[src/rtl/muxn_skid.sv]
// N-input WIDTH-bit select stage feeding a 2-entry skid buffer with valid/ready on both sides.
// Optional illegal-select counter port err_cnt enabled by defining MUXN_SKID_ERR_CNT_EN.
module muxn_skid #(
   parameter int                 WIDTH       = 64,
   parameter int                 NUM_IN      = 3,
   parameter int                 SEL_W       = $clog2(NUM_IN),
   parameter logic [WIDTH-1:0]   DEFAULT_VAL = {WIDTH{1'b0}}
) (
   input  logic                    clk,
   input  logic                    rst,
   input  logic [NUM_IN*WIDTH-1:0] in_data,
   input  logic [SEL_W-1:0]        in_sel,
   input  logic                    in_valid,
   output logic                    in_ready,
   output logic [WIDTH-1:0]        out_data,
   output logic                    out_valid,
   input  logic                    out_ready,
   output logic                    out_illegal,
   output logic                    err_sticky,
`ifdef MUXN_SKID_ERR_CNT_EN
   output logic [7:0]              err_cnt,
`endif
   input  logic                    err_clr
);

   logic [WIDTH-1:0] sel_word;
   logic             sel_ill;

   logic             main_valid, skid_valid;
   logic [WIDTH-1:0] main_data,  skid_data;
   logic             main_ill,   skid_ill;

   logic             accept, emit;
   logic             ill_accept;

   // NOTE: every signal driven here gets a default first, so no path leaves it unassigned and no latch is inferred.
   always_comb begin
      sel_word = DEFAULT_VAL;
      sel_ill  = 1'b1;
      for (int k = 0; k < NUM_IN; k++) begin
         if (in_sel == SEL_W'(k)) begin
            sel_word = in_data[k*WIDTH +: WIDTH];
            sel_ill  = 1'b0;
         end
      end
   end

   // in_ready comes straight off the skid valid flop, so it never sees out_ready combinationally.
   assign in_ready    = ~skid_valid;
   assign accept      = in_valid & in_ready;
   assign emit        = main_valid & out_ready;
   assign ill_accept  = accept & sel_ill;

   assign out_valid   = main_valid;
   assign out_data    = main_data;
   assign out_illegal = main_ill;

   // NOTE: sequential state uses non-blocking assignments so every flop samples pre-edge values.
   always_ff @(posedge clk or posedge rst) begin
      if (rst) begin
         main_valid <= 1'b0;
         main_data  <= '0;
         main_ill   <= 1'b0;
         skid_valid <= 1'b0;
         skid_data  <= '0;
         skid_ill   <= 1'b0;
      end else begin
         if (!main_valid) begin
            if (accept) begin
               main_valid <= 1'b1;
               main_data  <= sel_word;
               main_ill   <= sel_ill;
            end
         end else if (!skid_valid) begin
            if (accept && emit) begin
               main_data  <= sel_word;
               main_ill   <= sel_ill;
            end else if (accept) begin
               skid_valid <= 1'b1;
               skid_data  <= sel_word;
               skid_ill   <= sel_ill;
            end else if (emit) begin
               main_valid <= 1'b0;
            end
         end else if (emit) begin
            main_data  <= skid_data;
            main_ill   <= skid_ill;
            skid_valid <= 1'b0;
         end
      end
   end

   // Set has priority over clear when both land in the same cycle.
   always_ff @(posedge clk or posedge rst) begin
      if (rst)             err_sticky <= 1'b0;
      else if (ill_accept) err_sticky <= 1'b1;
      else if (err_clr)    err_sticky <= 1'b0;
   end

`ifdef MUXN_SKID_ERR_CNT_EN
   always_ff @(posedge clk or posedge rst) begin
      if (rst) begin
         err_cnt <= 8'd0;
      end else if (ill_accept) begin
         if (err_clr)                err_cnt <= 8'd1;
         else if (err_cnt != 8'hFF)  err_cnt <= err_cnt + 8'd1;
      end else if (err_clr) begin
         err_cnt <= 8'd0;
      end
   end
`endif

endmodule
[config.mk]
export PLATFORM = sky130hd
export DESIGN_NAME = muxn_skid
export DESIGN_NICKNAME = d
export VERILOG_FILES = /design/src/rtl/muxn_skid.sv
export SDC_FILE = /design/constraint.sdc
export NUM_CORES = 1
export LEC_CHECK = 0
export CAP_MARGIN = 20
export CELL_PAD_IN_SITES_DETAIL_PLACEMENT = 0
export CELL_PAD_IN_SITES_GLOBAL_PLACEMENT = 1
export CORE_MARGIN = 2
export CORE_UTILIZATION = 23
export CTS_CLUSTER_SIZE = 12
export DETAILED_ROUTE_END_ITERATION = 10
export PLACE_DENSITY_LB_ADDON = 0.25
export SLEW_MARGIN = 30
export SYNTH_ARGS = -nofsm -noshare
export SYNTH_HDL_FRONTEND = slang
export SYNTH_SLANG_ARGS = --single-unit
[constraint.sdc]
create_clock -name clk -period 5.37 [get_ports clk]
set_input_delay 0.8055 -clock clk [delete_from_list [all_inputs] [get_ports clk]]
set_output_delay 0.8055 -clock clk [all_outputs]
set_load 0.01 [all_outputs]
==> metrics, run 1 <==
post-detail-place hpwl=14,300 um; first-pass GRT wire length=35,900 um; DR DRC count=0; clock slew at reported path FFs=0.06 ns; Gate Count Post-Synth=675; Post-Synth Adder-Cell Area=0%; Post-synth ARST share=100%; Post-Synth Simple-Gate Area=9.24%; PD cells=482 nW/um2; final slew viol count=0; crit path capture type=flip-flop; Setup crit end=out_data[33]$_DFFE_PP0P_; Vias/cell=4.70; Avg Synthesized Cell Area=10.0 um2; Synth Flop Type=dfrtp_1; area leader, netlist=dfrtp_1; Initial DRC Count=227; period utilisation layout=46.7%; CP Data Required Time=5.70 ns; Num CTS Buffers=17; Initial Util=23.5%; CTS tree=yes; r2r startpoint=out_valid$_DFF_PP0_; row cnt=62; skew final=0.0103 ns; nets=1,101; Post-synth EDFFs=0; die width=176 um; RePlAce Congestion=0.691; xor/xnor cell area share of the yosys netlist=0%; dpl cell area=9640 um2; Post-Route WL=22,900 um; compound-cell area share of the yosys netlist=25.7%; RR Endpoint=out_data[33]$_DFFE_PP0P_; unrepaired setup endpoints after global routing=no; Least-Margin Pin Slew=0.813 ns; core box area=28,900 um2; Syn Nets=874; number of hold buffers added after CTS=0; post-route ant nets=0; critical path arrival=2.84 ns; sequential share of the synthesized area=49.1%; post-CTS resize count=0; Setup-failing EPs final=0; Routed WL per cell=17.6 um; vias in the first global route=6,236; # clock sinks=133; largest net degree at the start of global routing=70; Synth-to-Final Area Change=51.3%; Clock Latency Late Sink=0.42 ns; post-synthesis register bit count=133; Critical path origin=out_ready; DR pass1 iterations=5; Crit Path Class=input pin to flip-flop; status=finished clean; die height=176 um; worst-path fanout max=37; fillers=2,960; Reg2Reg Setup Slack=3.25 ns; post-synth top area share=49.1%; max_slew headroom=45.8%; Ports=267; Total GRT Usage=14.9%; Cell Area, Synth=6770 um2; Worst Hold Class=flip-flop to flip-flop; layout cell share with drive strength beyond 1=6.23%; number of max-cap violations=0; Final Cell Area=10,200 um2; startpoint type of the worst setup path=input pin; Yosys cell types=28; DR vias=6,103; Fin. Hold Viols=0; ant diodes=0; Die ar.=30,800 um2; I/O Buffers=266; setup bufs post-CTS=0; maximum vdd drop=0.203 mV; main combinational cell family by area after synthesis=compound AO/OA/AOI/OAI gates; initial antenna violation count=1; top area cells in the synthesized netlist=dfrtp_1 49%, mux2i_1 9.6%, a2bb2oi_1 7.9%, o211ai_1 7.1%, a21oi_1 4.9%; Post-Route Setup TNS=0 ns; Ys Warns=0; grt ovf=0; post-synthesis mux area share=9.77%; H-tree levels=4; cells on worst reg2reg path=4; Root Buffer=clkbuf_16; leakage power=4.04 nW; Final min period=2.51 ns; f_max=399 MHz; Clock Path Buffers=2
-- synthesized netlist by cell type (11+ instances only) --
cell and count:
a21oi_1 66, a2bb2oi_1 61, buf_2 33, buf_4 11
clkbuf_1 18, dfrtp_1 133, mux2i_1 65, nand3_1 65
nor2_1 64, o211ai_1 64, o21ai_0 31, o21ai_1 36
-- registers in the layout (all words and copies together), names as in the netlist --
register     count
out_illegal      1
skid_ill         1
out_valid        1
err_sticky       1
out_data        64
skid_data       64
skid_valid       1
-- cells by family after synthesis --
kind of cell / count (synthesis)
compound gates: 263
mux: 66
flops: 133
buf+inv: 75
simple gates: 138
-- worst max-delay path, cell delays in order --
cell             delay (ns)
clkdlybuf4s50_1        0.46
and2b_2                0.67
buf_4                  0.55
o21ai_0                0.18
o211ai_1               0.13
-- power breakdown --
| part | switching [W] | total (W) | internal, W |
|---|---|---|---|
| Clock | 0.000467 | 0.00117 | 0.000704 |
| Combinational | 0.00105 | 0.00203 | 0.000981 |
| Sequential | 0.000247 | 0.00174 | 0.00149 |
| Total | 0.00176 | 0.00494 | 0.00318 |
-- layout make-up --
cell class | instances | area [um2] | share of cell area (%)
sequential | 133 | 3330 | 32.5
tap | 384 | 480 | 4.69
clock buffer | 20 | 447 | 4.36
timing repair buffer | 278 | 2760 | 26.9
multi-input combinational | 467 | 3070 | 29.9
inverter | 5 | 23.8 | 0.232
clock inverter | 12 | 144 | 1.40
-- layout by cell type (no fill, tap or decap), drive strengths merged --
master         netlist  final
o21ai               67     67
dfrtp              133    133
nor2                64     64
nand2b               1      1
o211ai              64     64
and4bb               1      1
and2b                1      1
clkinv               0      3
a2bb2oi             64     64
bufinv               0      2
mux2                 1      1
o31ai                1      1
mux2i               65     65
clkbuf              18     20
and2                 1      1
nand3               66     66
clkinvlp             0      3
inv                  5      9
nand2                3      3
clkdlybuf4s50        0    264
o22ai                1      1
a21oi               66     66
nor2b                1      1
buf                 52     14
-- per-stage QoR --
stage	util, %	setup slack, ns	total power, W	cells	hold slack, ns
finish	35.5	2.86	0.00494	1299	0.506
global route	35.5	2.65	0.00533	1299	0.534
detailed placement	33.4	2.39	0.00383	1266	0.500
floorplan	-	1.01	0.00285	675	0.483
global placement	33.4	2.42	0.00379	1266	0.488
CTS	35.4	2.83	0.00503	1298	0.514
-- metal layers --
metal / routed length [um] / track usage (%) / share of wire, %
met1: 10800 / 20.0 / 47
met4: 205 / 3.75 / 0.90
met2: 10200 / 23.5 / 44
met5: 7 / 0 / 0.031
met3: 1750 / 4.33 / 7.6
-- how the worst min path moves through the flow --
stage                                   from  slack, ns                        to  depth (start not counted)
floorplan               skid_ill$_DFFE_PP0P_       0.48      skid_ill$_DFFE_PP0P_                          2
global placement     out_illegal$_DFFE_PP0P_       0.49   out_illegal$_DFFE_PP0P_                          2
detailed placement  out_data[11]$_DFFE_PP0P_       0.50  out_data[11]$_DFFE_PP0P_                          2
CTS                 out_data[11]$_DFFE_PP0P_       0.51  out_data[11]$_DFFE_PP0P_                          2
global route        out_data[11]$_DFFE_PP0P_       0.53  out_data[11]$_DFFE_PP0P_                          2
finish              out_data[11]$_DFFE_PP0P_       0.51  out_data[11]$_DFFE_PP0P_                          2
No activity file was read; power rests on OpenSTA's default activity.
==> run 2, diff against run 1 <==
==> constraint.sdc (replaced) <==
create_clock -name clk -period 2.42 [get_ports clk]
set_input_delay 0.363 -clock clk [delete_from_list [all_inputs] [get_ports clk]]
set_output_delay 0.363 -clock clk [all_outputs]
set_load 0.01 [all_outputs]
==> run 2 against run 1 <==
  * Clock skew is 0.0040 ns higher
  * Setup slack got worse by 2.4 ns
  * Routed wire length grew 0.24%
  * First-iteration DRC count up 94%
  * Clock-buffer cell count fell by 3
  * Register-to-register slack lost 2.5 ns
==> metrics, run 2 (same netlist as run 1, synthesis figures left out) <==
status=finished clean (unchanged); delay-heaviest family, CP=buffers and inverters (unchanged); critical path arrival=1.56 ns (was 2.84 ns); final worst slack=0.500 ns (was 2.86 ns); clock slew at reported path FFs=0.06 ns (about the same); Reg2Reg Setup Slack=0.79 ns (was 3.25 ns); skew final=0.0143 ns (was 0.0103 ns); Worst path max stage delay=0.55 ns (was 0.67 ns); grt ovf=0 (unchanged); post-CTS resize count=0 (unchanged); unrepaired setup endpoints after global routing=no (unchanged); Routed WL per cell=17.5 um (was 17.6 um); maximum vdd drop=0.424 mV (was 0.203 mV); Ports=267 (unchanged); final slew viol count=0 (unchanged); fillers=2,930 (was 2,960); DR DRC count=0 (unchanged); first-pass GRT wire length=35,500 um (was 35,900 um); Clock Path Buffers=2 (unchanged); Worst Hold Class=input pin to async pin (was flip-flop to flip-flop); period utilisation layout=79.3%; CP Data Required Time=2.06 ns (was 5.70 ns); Setup-failing EPs final=0 (unchanged); Clock Latency Late Sink=0.42 ns (about the same); row cnt=62 (unchanged); number of max-cap violations=0 (unchanged); fin util=36.2% (was 35.5%); nets=1,109 (was 1,101); # clock sinks=133 (unchanged); Root Buffer=clkbuf_16 (unchanged); CP max-delay cell=clkdlybuf4s50_1 (was and2b_2); vias in the first global route=6,168 (was 6,236); largest net degree at the start of global routing=71 (was 70); DR pass1 iterations=7 (was 5); CP Buf/Inv Count=2 (unchanged); PD cells=1070 nW/um2 (was 482 nW/um2); crit path capture type=output port (was flip-flop); startpoint type of the worst setup path=flip-flop (was input pin); Crit Path Class=flip-flop to output port (was input pin to flip-flop); Synth-to-Final Area Change=54.2% (was 51.3%); DR vias=6,131 (was 6,103); most common cell after layout, fill and taps aside=clkdlybuf4s50_1 (unchanged); Die ar.=30,800 um2 (unchanged); CTS tree=yes (unchanged); Total GRT Usage=14.7% (was 14.9%); post-place setup slack=0.366 ns (was 2.39 ns); placed insts=1,275 (was 1,266); Post-Route WL=22,900 um (about the same); number of hold buffers added after CTS=0 (unchanged); RePlAce Congestion=0.685 (was 0.691); Post-Layout Cell Count=1,308 (was 1,299); layout cell share with drive strength beyond 1=7.26% (was 6.23%); post-detail-place hpwl=15,100 um (was 14,300 um); most frequent cells in the layout=264 x clkdlybuf4s50_1, 133 x dfrtp_1, 66 x a21oi_1, 65 x nand3_1 (unchanged); Least-Margin Pin Slew=0.573 ns (was 0.813 ns); Initial Util=23.5% (unchanged); leakage power=4.13 nW (was 4.04 nW); f_max=521 MHz; I/O Buffers=266 (unchanged); die width=176 um (unchanged); setup bufs post-CTS=0 (unchanged); max_slew headroom=61.8% (was 45.8%); Initial DRC Count=441 (was 227); Post-Route Setup TNS=0 ns (unchanged); die height=176 um (unchanged); CP Cell Sequence=inv_1, clkdlybuf4s50_1 (was clkdlybuf4s50_1, and2b_2, buf_4, o21ai_0, o211ai_1); Vias/cell=4.69 (was 4.70); Fin. Hold Viols=0 (unchanged); initial antenna violation count=1 (unchanged); core box area=28,900 um2 (unchanged); worst-path fanout max=6 (was 37); H-tree levels=4 (unchanged); RR Endpoint=out_data[33]$_DFFE_PP0P_ (unchanged); Final min period=1.92 ns; Num CTS Buffers=17 (unchanged); post-route ant nets=0 (unchanged); cells on worst reg2reg path=4 (unchanged); r2r startpoint=out_valid$_DFF_PP0_ (unchanged)
run 2: worst min-delay path, cell delays in order:
cell,delay [ns]
clkdlybuf4s50_1,0.44
clkinvlp_4,0.13
buf_12,0.30
run 2: worst max path at each step:
stage	from	endpoint	slack [ns]	cells after the start
floorplan	rst	err_sticky$_DFFE_PP0P_	0.41	1
finish	skid_valid$_DFFE_PP0P_	in_ready	0.50	2
global placement	out_ready	out_data[23]$_DFFE_PP0P_	0.40	5
global route	skid_valid$_DFFE_PP0P_	in_ready	0.43	2
CTS	skid_valid$_DFFE_PP0P_	in_ready	0.47	2
detailed placement	out_ready	out_data[31]$_DFFE_PP0P_	0.37	5
run 2: final cells by class:
type,instances,area [um2],share of cell area (%)
diodes,1,2.50,0.0240
clock buffers,17,425,4.07
clock inverters,15,180,1.73
inverters,5,22.5,0.216
multi-input cells,467,3060,29.3
flip-flops and latches,133,3330,31.9
well taps,384,480,4.60
repair buffers,286,2940,28.2
run 2: per-layer routing:
layer	up-vias	track usage, %	part of all wire (%)
met1	2916	20.6	49
li1	2989	-	-
met5	-	0	0
met3	13	3.94	7.3
met4	0	3.99	0.98
met2	213	22.4	43
run 2: where the power goes:
group	switching, W	total, W	internal, W	leakage (nW)
clock	0.00104	0.00267	0.00163	0.290
combinational	0.00237	0.00466	0.00230	2.25
sequential	0.000554	0.00387	0.00332	1.59
run 2: metrics by stage:
step / area [um2] / power [W] / hold WS, ns
floorplan: 6780 / 0.00634 / 0.453
global placement: 9830 / 0.00857 / 0.484
detailed placement: 9830 / 0.00865 / 0.501
CTS: 10400 / 0.0114 / 0.441
global route: 10400 / 0.0120 / 0.474
finish: 10400 / 0.0112 / 0.423
==> run 3, diff against run 2 <==
==> constraint.sdc (replaced) <==
create_clock -name clk -period 2 [get_ports clk]
set_input_delay 0.3 -clock clk [delete_from_list [all_inputs] [get_ports clk]]
set_output_delay 0.3 -clock clk [all_outputs]
set_load 0.01 [all_outputs]
==> run 3 against run 2 <==
  * Critical path type unchanged
  * Clock-buffer cell count up 2
  * Final area grew 0.59%
  * Largest power group unchanged
  * Critical endpoint unchanged
  * Flip-flop and latch count is the same
==> metrics, run 3 (same netlist as run 1, synthesis figures left out) <==
Vias/cell=4.71 (was 4.69); first-pass GRT wire length=36,300 um (was 35,500 um); # clock sinks=133 (unchanged); leakage power=4.16 nW (was 4.13 nW); startpoint type of the worst setup path=flip-flop (unchanged); nets=1,119 (was 1,109); period utilisation layout=93.8%; most common cell after layout, fill and taps aside=clkdlybuf4s50_1 (unchanged); initial antenna violation count=1 (unchanged); max_slew headroom=57.3% (was 61.8%); skew final=0.00845 ns (was 0.0143 ns); Root Buffer=clkbuf_16 (unchanged); die width=176 um (unchanged); post-CTS resize count=0 (unchanged); Routed WL per cell=17.5 um (about the same); Post-Route Setup TNS=0 ns (unchanged); RePlAce Congestion=0.681 (was 0.685); crit path capture type=output port (unchanged); Critical path origin=skid_valid$_DFFE_PP0P_ (unchanged); Initial DRC Count=325 (was 441); Tot Pwr=0.0133 W (was 0.0112 W); Ports=267 (unchanged); critical path arrival=1.58 ns (was 1.56 ns); number of max-cap violations=0 (unchanged); final slew viol count=0 (unchanged); post-route ant nets=0 (unchanged); Initial Util=23.5% (unchanged); Post-Route WL=23,000 um (was 22,900 um); Worst Hold Class=input pin to async pin (unchanged); CTS tree=yes (unchanged); f_max=533 MHz; Num CTS Buffers=17 (unchanged); unrepaired setup endpoints after global routing=no (unchanged); cells on worst reg2reg path=4 (unchanged); status=finished clean (unchanged); row cnt=62 (unchanged); maximum vdd drop=0.526 mV (was 0.424 mV); Final min period=1.88 ns; clock slew at reported path FFs=0.06 ns (about the same); Clock Latency Late Sink=0.42 ns (about the same); I/O Buffers=266 (unchanged); Crit Path Class=flip-flop to output port (unchanged); Fin Hold WS=0.322 ns (was 0.423 ns); Setup crit end=in_ready (unchanged); post-detail-place hpwl=16,000 um (was 15,100 um); CP Data Required Time=1.70 ns (was 2.06 ns); vias in the first global route=6,360 (was 6,168); layout cell share with drive strength beyond 1=8.15% (was 7.26%); Synth-to-Final Area Change=55.1% (was 54.2%); grt ovf=0 (unchanged); die height=176 um (unchanged); Least-Margin Pin Slew=0.639 ns (was 0.573 ns); DR DRC count=0 (unchanged); r2r startpoint=skid_valid$_DFFE_PP0P_ (was out_valid$_DFF_PP0_); setup bufs post-CTS=0 (unchanged); Die ar.=30,800 um2 (unchanged); Reg2Reg Setup Slack=0.49 ns (was 0.79 ns); largest net degree at the start of global routing=51 (was 71); most frequent cells in the layout=264 x clkdlybuf4s50_1, 133 x dfrtp_1, 66 x a21oi_1, 65 x nand3_1 (unchanged); Setup-failing EPs final=0 (unchanged); DR vias=6,213 (was 6,131); RR Endpoint=out_data[27]$_DFFE_PP0P_ (was out_data[33]$_DFFE_PP0P_); PD cells=1260 nW/um2 (was 1070 nW/um2); Clock Path Buffers=2 (unchanged); number of hold buffers added after CTS=0 (unchanged); core box area=28,900 um2 (unchanged); worst-path fanout max=6 (unchanged); Fin. Hold Viols=0 (unchanged); H-tree levels=4 (unchanged); DR pass1 iterations=4 (was 7); Total GRT Usage=15.1% (was 14.7%)
==> run 3: per-stage QoR <==
step	utilization, %	area, um2	setup slack [ns]	std cells
after global routing	36.4	10500	0.0502	1317
after floorplan	-	6780	0.0488	675
after global placement	34.5	9960	0.213	1285
after CTS	36.4	10500	0.0979	1317
final	36.4	10500	0.123	1318
after detailed placement	34.5	9960	0.190	1285
==> run 3: worst min-delay path by stage <==
stage                                to  cells past startpoint
6_report        out_data[2]$_DFFE_PP0P_                      2
5_1_grt         out_data[2]$_DFFE_PP0P_                      2
4_1_cts         out_data[2]$_DFFE_PP0P_                      2
3_5_place_dp   out_data[15]$_DFFE_PP0P_                      2
3_3_place_gp    out_illegal$_DFFE_PP0P_                      2
2_1_floorplan    skid_valid$_DFFE_PP0P_                      1
==> run 3: cell type report <==
type | instances | area, um2
Fill cell | 2947 | 18400
Sequential cell | 133 | 3330
Timing Repair Buffer | 296 | 3070
Multi-Input combinational cell | 467 | 3060
Tap cell | 384 | 480
Clock buffer | 19 | 443
Clock inverter | 13 | 98.8
Inverter | 5 | 22.5
Antenna cell | 1 | 2.50
==> run 3: metal layers <==
metal  vias up  share of wire, %  GRT usage [%]
met2       229                45           23.8
met4         0              0.89           3.31
met5         -                 0              0
met1      2962                45           20.2
met3        16               8.4           4.98
li1       3006                 -              -
==> run 3: critical path: stages, from the launching register on <==
cell and delay [ns]:
dfrtp_1 0.46, inv_1 0.14, clkdlybuf4s50_1 0.56
==> run 3: power by group <==
group / leakage [nW] / switching [W] / internal [W]
registers: 1.59 / 0.000673 / 0.00401
logic: 2.31 / 0.00286 / 0.00283
clock network: 0.260 / 0.00125 / 0.00163
total: 4.16 / 0.00479 / 0.00847
